==> src/rtl/mem_arb_pkg.sv <==
// mem_arb_pkg: shared types and constants for the RAM port arbiter.
package mem_arb_pkg;
  typedef enum logic [1:0] {IDLE, ACCESS, RESP} state_e;
  localparam logic REQ_IF = 1'b0;
  localparam logic REQ_LS = 1'b1;
  localparam int LAT_W = 4;
endpackage

==> src/rtl/mem_arb_prio.sv <==
// mem_arb_prio: LS-priority winner select with an IF starvation counter.
module mem_arb_prio #(
  parameter int STARVE_LIMIT = 4
) (
  input  logic clk,
  input  logic rst_n,
  input  logic if_req,
  input  logic ls_req,
  input  logic arb_en,
  output logic win_id,
  output logic win_vld
);
  import mem_arb_pkg::*;
  localparam int SW = $clog2(STARVE_LIMIT + 2);
  logic [SW-1:0] starve_q, starve_d;
  logic sat, force_if;
  always_comb begin
    sat      = starve_q == SW'(STARVE_LIMIT);
    force_if = sat && (STARVE_LIMIT != 0);
    win_vld  = arb_en && (if_req || ls_req);
    win_id   = (ls_req && !(if_req && force_if)) ? REQ_LS : REQ_IF;
    starve_d = !if_req ? '0 :
               !win_vld ? starve_q :
               (win_id == REQ_IF) ? '0 :
               sat ? starve_q : starve_q + 1'b1;
  end
  always_ff @(posedge clk or negedge rst_n)
    if (!rst_n) starve_q <= '0;
    else        starve_q <= starve_d;
endmodule

==> src/rtl/mem_port_arbiter.sv <==
// mem_port_arbiter: shares one RAM port between instruction fetch and load/store.
// Define MEM_ARB_PERF_EN to build the grant/stall performance counters.
module mem_port_arbiter #(
  parameter int ADDR_W       = 32,
  parameter int DATA_W       = 32,
  parameter int RAM_LATENCY  = 1,
  parameter int STARVE_LIMIT = 4
) (
  input  logic              iCLK,
  input  logic              iRST_n,
  input  logic              iIF_REQ,
  input  logic [ADDR_W-1:0] iIF_ADDR,
  output logic              oIF_GNT,
  output logic              oIF_VALID,
  output logic [DATA_W-1:0] oIF_DATA,
  input  logic              iLS_REQ,
  input  logic              iLS_WR,
  input  logic [ADDR_W-1:0] iLS_ADDR,
  input  logic [DATA_W-1:0] iLS_WDATA,
  output logic              oLS_GNT,
  output logic              oLS_VALID,
  output logic [DATA_W-1:0] oLS_RDATA,
  output logic              oRAM_CE,
  output logic              oRAM_RD,
  output logic              oRAM_WR,
  output logic [ADDR_W-1:0] oRAM_ADDR,
  output logic [DATA_W-1:0] oRAM_WDATA,
  input  logic [DATA_W-1:0] iRAM_DATA,
  output logic [31:0]       oPERF_IF_CNT,
  output logic [31:0]       oPERF_LS_CNT,
  output logic [31:0]       oPERF_STALL_CNT
);
  import mem_arb_pkg::*;
  state_e state_q, state_d;
  logic [LAT_W-1:0] cnt_q, cnt_d;
  logic id_q, id_d, win_id, win_vld;
  logic if_gnt_q, if_gnt_d, ls_gnt_q, ls_gnt_d, if_valid_q, if_valid_d, ls_valid_q, ls_valid_d;
  logic ram_ce_q, ram_ce_d, ram_rd_q, ram_rd_d, ram_wr_q, ram_wr_d;
  logic [ADDR_W-1:0] ram_addr_q, ram_addr_d;
  logic [DATA_W-1:0] ram_wdata_q, ram_wdata_d, if_data_q, if_data_d, ls_rdata_q, ls_rdata_d, rdata;

  mem_arb_prio #(.STARVE_LIMIT(STARVE_LIMIT)) u_prio (
    .clk(iCLK), .rst_n(iRST_n), .if_req(iIF_REQ), .ls_req(iLS_REQ),
    .arb_en(state_q != ACCESS), .win_id(win_id), .win_vld(win_vld)
  );

  always_comb begin
    state_d     = state_q;
    cnt_d       = cnt_q;
    id_d        = id_q;
    if_gnt_d    = 1'b0;
    ls_gnt_d    = 1'b0;
    if_valid_d  = 1'b0;
    ls_valid_d  = 1'b0;
    if_data_d   = if_data_q;
    ls_rdata_d  = ls_rdata_q;
    ram_ce_d    = ram_ce_q;
    ram_rd_d    = ram_rd_q;
    ram_wr_d    = ram_wr_q;
    ram_addr_d  = ram_addr_q;
    ram_wdata_d = ram_wdata_q;
    rdata       = ram_wr_q ? '0 : iRAM_DATA;
    if (state_q == ACCESS) begin
      cnt_d = cnt_q - 1'b1;
      if (cnt_q == '0) begin
        state_d     = RESP;
        cnt_d       = '0;
        ram_ce_d    = 1'b0;
        ram_rd_d    = 1'b0;
        ram_wr_d    = 1'b0;
        ram_addr_d  = '0;
        ram_wdata_d = '0;
        if_valid_d  = id_q == REQ_IF;
        ls_valid_d  = id_q == REQ_LS;
        if_data_d   = if_valid_d ? rdata : if_data_q;
        ls_rdata_d  = ls_valid_d ? rdata : ls_rdata_q;
      end
    end else if (win_vld) begin
      state_d     = ACCESS;
      cnt_d       = LAT_W'(RAM_LATENCY - 1);
      id_d        = win_id;
      if_gnt_d    = win_id == REQ_IF;
      ls_gnt_d    = win_id == REQ_LS;
      ram_ce_d    = 1'b1;
      ram_wr_d    = ls_gnt_d && iLS_WR;
      ram_rd_d    = !ram_wr_d;
      ram_addr_d  = ls_gnt_d ? iLS_ADDR : iIF_ADDR;
      ram_wdata_d = ls_gnt_d ? iLS_WDATA : '0;
    end else begin
      state_d = IDLE;
    end
  end

  always_ff @(posedge iCLK or negedge iRST_n)
    if (!iRST_n) begin
      state_q     <= IDLE;
      cnt_q       <= '0;
      id_q        <= REQ_IF;
      if_gnt_q    <= 1'b0;
      ls_gnt_q    <= 1'b0;
      if_valid_q  <= 1'b0;
      ls_valid_q  <= 1'b0;
      if_data_q   <= '0;
      ls_rdata_q  <= '0;
      ram_ce_q    <= 1'b0;
      ram_rd_q    <= 1'b0;
      ram_wr_q    <= 1'b0;
      ram_addr_q  <= '0;
      ram_wdata_q <= '0;
    end else begin
      state_q     <= state_d;
      cnt_q       <= cnt_d;
      id_q        <= id_d;
      if_gnt_q    <= if_gnt_d;
      ls_gnt_q    <= ls_gnt_d;
      if_valid_q  <= if_valid_d;
      ls_valid_q  <= ls_valid_d;
      if_data_q   <= if_data_d;
      ls_rdata_q  <= ls_rdata_d;
      ram_ce_q    <= ram_ce_d;
      ram_rd_q    <= ram_rd_d;
      ram_wr_q    <= ram_wr_d;
      ram_addr_q  <= ram_addr_d;
      ram_wdata_q <= ram_wdata_d;
    end

  assign oIF_GNT    = if_gnt_q;
  assign oLS_GNT    = ls_gnt_q;
  assign oIF_VALID  = if_valid_q;
  assign oLS_VALID  = ls_valid_q;
  assign oIF_DATA   = if_data_q;
  assign oLS_RDATA  = ls_rdata_q;
  assign oRAM_CE    = ram_ce_q;
  assign oRAM_RD    = ram_rd_q;
  assign oRAM_WR    = ram_wr_q;
  assign oRAM_ADDR  = ram_addr_q;
  assign oRAM_WDATA = ram_wdata_q;

`ifdef MEM_ARB_PERF_EN
  logic [31:0] perf_if_q, perf_if_d, perf_ls_q, perf_ls_d, perf_stall_q, perf_stall_d;
  // A stall is a cycle whose closing edge leaves a pending request ungranted.
  always_comb begin
    perf_if_d    = perf_if_q + 32'(if_gnt_d && !(&perf_if_q));
    perf_ls_d    = perf_ls_q + 32'(ls_gnt_d && !(&perf_ls_q));
    perf_stall_d = perf_stall_q + 32'((iIF_REQ || iLS_REQ) && !if_gnt_d && !ls_gnt_d && !(&perf_stall_q));
  end
  always_ff @(posedge iCLK or negedge iRST_n)
    if (!iRST_n) begin
      perf_if_q    <= '0;
      perf_ls_q    <= '0;
      perf_stall_q <= '0;
    end else begin
      perf_if_q    <= perf_if_d;
      perf_ls_q    <= perf_ls_d;
      perf_stall_q <= perf_stall_d;
    end
  assign oPERF_IF_CNT    = perf_if_q;
  assign oPERF_LS_CNT    = perf_ls_q;
  assign oPERF_STALL_CNT = perf_stall_q;
`else
  assign oPERF_IF_CNT    = '0;
  assign oPERF_LS_CNT    = '0;
  assign oPERF_STALL_CNT = '0;
`endif
endmodule

==> config.mk <==
export PLATFORM = sky130hd
export DESIGN_NAME = mem_port_arbiter
export DESIGN_NICKNAME = d
export VERILOG_FILES = /design/src/rtl/mem_arb_pkg.sv /design/src/rtl/mem_arb_prio.sv /design/src/rtl/mem_port_arbiter.sv
export SDC_FILE = /design/constraint.sdc
export NUM_CORES = 1
export LEC_CHECK = 0
export CELL_PAD_IN_SITES_DETAIL_PLACEMENT = 1
export CELL_PAD_IN_SITES_GLOBAL_PLACEMENT = 1
export CORE_ASPECT_RATIO = 0.9
export CORE_UTILIZATION = 29
export CTS_CLUSTER_DIAMETER = 100
export DETAILED_ROUTE_END_ITERATION = 10
export GPL_TIMING_DRIVEN = 0
export PLACE_DENSITY_LB_ADDON = 0.1
export RECOVER_POWER = 100
export SKIP_CTS_REPAIR_TIMING = 1
export SLEW_MARGIN = 20
export SYNTH_ARGS = -nofsm -noshare
export SYNTH_HDL_FRONTEND = slang
export SYNTH_SLANG_ARGS = --single-unit
==> constraint.sdc <==
create_clock -name iCLK -period 2.3 [get_ports iCLK]
set_clock_uncertainty 0.05 [all_clocks]
set_input_delay 0.345 -clock iCLK [delete_from_list [all_inputs] [get_ports iCLK]]
set_output_delay 0.345 -clock iCLK [all_outputs]
set_load 0.05 [all_outputs]
==> impl_metrics.yaml <==
sta:
  finalCritPeriodShare: 0.949
  rsz0062_at_grt: "no"
  worstMarginPinSlew_ns: 1.08
  slew_headroom: 0.278
  worst_slack_ns: 0.118
  tns_ns: 0
  hold_viol_final: 0
  fmax_ghz: 0.458
  fin_crit_ns: 2.18
  slew_violations: 0
  setup_violations: 0
critical_path:
  start_kind: "flip-flop"
  worstSetupPathType: "reg -> out"
  critPathRequiredTime_ns: 1.90
  crit_slowest_cell: "clkdlybuf4s50_1"
  worstPathCellList: "clkdlybuf4s50_1"
  crit_fanout: 7
  crit_family: "buffers and inverters"
  critPathBufInv: 1
  end_kind: "output port"
  critPathMaxStageDelay_ns: 0.87
  crit_arrival_ns: 1.79
cells_and_area:
  fin_area_um2: 10700
  area_growth_pct: 60.2
  drive_gt1_frac: 0.221
  layout.nets: 1073
  layout.cells.non_filler: 1246
  n_antenna_cell: 0
logic_synthesis:
  synth_cell_type_count: 35
  netlist_area_um2: 6700
  ys_ff_latch: 145
  yosysTopAreaCell: "dfrtp_1"
  yosys_warnings: 0
  synth.area.top_cells: "dfrtp_1 54%, buf_4 12%, mux2_2 9.7%"
  synthArstFlopShare: 1.00
  synth_top_area_share: 0.541
  syn-instance-count: 553
  ys.flop_type: "dfrtp_1"
  synth_edf_count: 0
  post_synth.cell_area_avg_um2: 12.1
  ys_seq_area_frac: 0.541
floorplan:
  rows: 52
  die_y_um: 146
  dieWidth_um: 162
  io_pins: 364
  initial_core_util: 0.297
  coreArea_um2: 22600
  die_area_um2: 23700
placed_design:
  pre_cts_slack_ns: -0.118
  place_inst: 1213
  dp_hpwl_mm: 15.2
  gp_congestion: 0.726
  io_buffers: 267
  placed_cell_area_um2: 10100
detailed_routing:
  first_pass_iters: 4
  antenna_left: 0
  via_per_inst: 4.32
  vias: 5385
  finalWirelength_mm: 20.3
  wire_per_inst_um: 16.3
  drcViolationCount: 0
  dr.first_iter.drc_count: 128
power_and_ir_drop:
  p_leak_nw: 5.15
  power_density_nw_per_um2: 1570
  finalPower_mw: 16.8
  ir_drop_uv: 753
status:
  status: "completed"
clock_tree:
  cts_max_level: 4
  cts.path.max_buffers: 2
  cts_sinks: 145
  cts_root_buf: "clkbuf_16"
  cts_tree: "yes"
  cts_made_buffers: 17
  clock_latency_ns: 0.42
  cts.clk_slew.worst_paths_ns: 0.06
grt:
  grt_overflow: 0
  grt_pass1_wl_mm: 31.9
  gr-usage-all-layers: 0.174
  antenna_found_initial: 0
  grt_pass1_vias: 5725
  grt_max_degree: 83
min_path:
  worstHoldPathType: "in -> async"
flow_run:
  maxCapViolCount: 0
[final timing paths]
| check | to | slack [ns] | depth (start not counted) | from |
|---|---|---|---|---|
| max reg2reg | oLS_RDATA[19] | 0.14 | 7 | cnt_q[0] |
| min reg2reg | oIF_DATA[14] | 0.43 | 1 | oIF_DATA[14] |
| max | oRAM_WR | 0.12 | 1 | oRAM_WR |
| min in group iCLK | oIF_DATA[14] | 0.43 | 1 | oIF_DATA[14] |
| min | oIF_DATA[13] | 0.40 | 2 | iRST_n |
| max in group asynchronous | oRAM_WDATA[22] | 0.34 | 3 | iRST_n |
[synthesized netlist by cell type, drive strengths merged (2+ instances only)]
library cell  instances
a21oi                 2
o2bb2ai               3
nor3                 35
mux2i                 2
nor3b                 2
and3                  4
nand2b                2
dfrtp               145
inv                   4
nand2                35
a21o                  2
buf                 113
a21boi                2
a31o                  2
mux2                 64
nor2b                33
a221o                32
clkbuf               21
nor2                  5
ha                    4
a22o                 33
[routing by layer]
| layer | vias to the layer above | wire [um] | GRT usage |
|---|---|---|---|
| met4 | 0 | 203 | 0.0448 |
| met1 | 2622 | 8570 | 0.213 |
| met5 | - | 0 | 0 |
| met3 | 15 | 1730 | 0.0611 |
| li1 | 2539 | - | - |
| met2 | 209 | 9820 | 0.291 |
[through the flow]
step	hold WS [ns]	util
floorplan	-0.000591	-
global placement	0.420	0.448
detailed placement	0.278	0.449
CTS	-0.179	0.476
global route	0.435	0.476
finish	0.396	0.476
[sequential cells by signal, summed over array words and instances, names as in the netlist]
name	cells
oIF_DATA	32
oLS_RDATA	32
oRAM_ADDR	32
oRAM_WDATA	32
cnt_q	4
u_prio.starve_q	3
state_q	2
id_q	1
oIF_GNT	1
oIF_VALID	1
oLS_GNT	1
oLS_VALID	1
oRAM_CE	1
oRAM_RD	1
oRAM_WR	1
[where the power goes]
group / leakage (nW) / internal, mW / switching, mW
Clock: 0.294 / 1.73 / 1.15
Sequential: 1.84 / 3.72 / 0.597
Combinational: 3.02 / 3.19 / 6.45
[logic make-up (layout without fill, tap and decap cells)]
group | Yosys count | count (layout) | share of synthesized area
DFF | 145 | 145 | 0.541
buffers and inverters | 138 | 439 | 0.140
and+or+nand+nor | 120 | 120 | 0.0935
AOI/OAI and AO/OA | 78 | 78 | 0.105
muxes | 66 | 66 | 0.110
adders and majority gates | 4 | 4 | 0.00747
other | 1 | 96 | 0.000559
xor gates and xnor gates | 1 | 1 | 0.00131
[cell usage in the layout (no fill, tap or decap), types with 2 or more instances in the layout]
master,n
dfrtp_1,145
dlygate4sd3_1,135
clkdlybuf4s50_1,132
buf_4,105
conb_1,96
mux2_2,58
nand2_1,35
nor3_1,34
nor2b_1,33
a22o_1,33
a221o_1,32
clkbuf_1,22
clkbuf_16,17
mux2_1,6
nor2_1,5
inv_1,4
and3_1,4
buf_2,4
ha_1,4
inv_6,4
buf_6,3
o2bb2ai_1,3
bufinv_16,3
nand2b_1,2
clkbuf_2,2
mux2i_1,2
a21o_1,2
a31o_2,2
a21oi_1,2
clkinv_2,2
clkinvlp_4,2
clkinv_4,2
[area by class of cell]
type                            count  area (um^2)
Clock inverter                     14          179
Multi-Input combinational cell    365         2500
Fill cell                        2480        11800
Sequential cell                   145         3630
Clock buffer                       18          429
Timing Repair Buffer              269         2700
Inverter                            4         15.0
Tap cell                          297          372
Buffer                            134          923
Power figures use the tool's default switching activity.
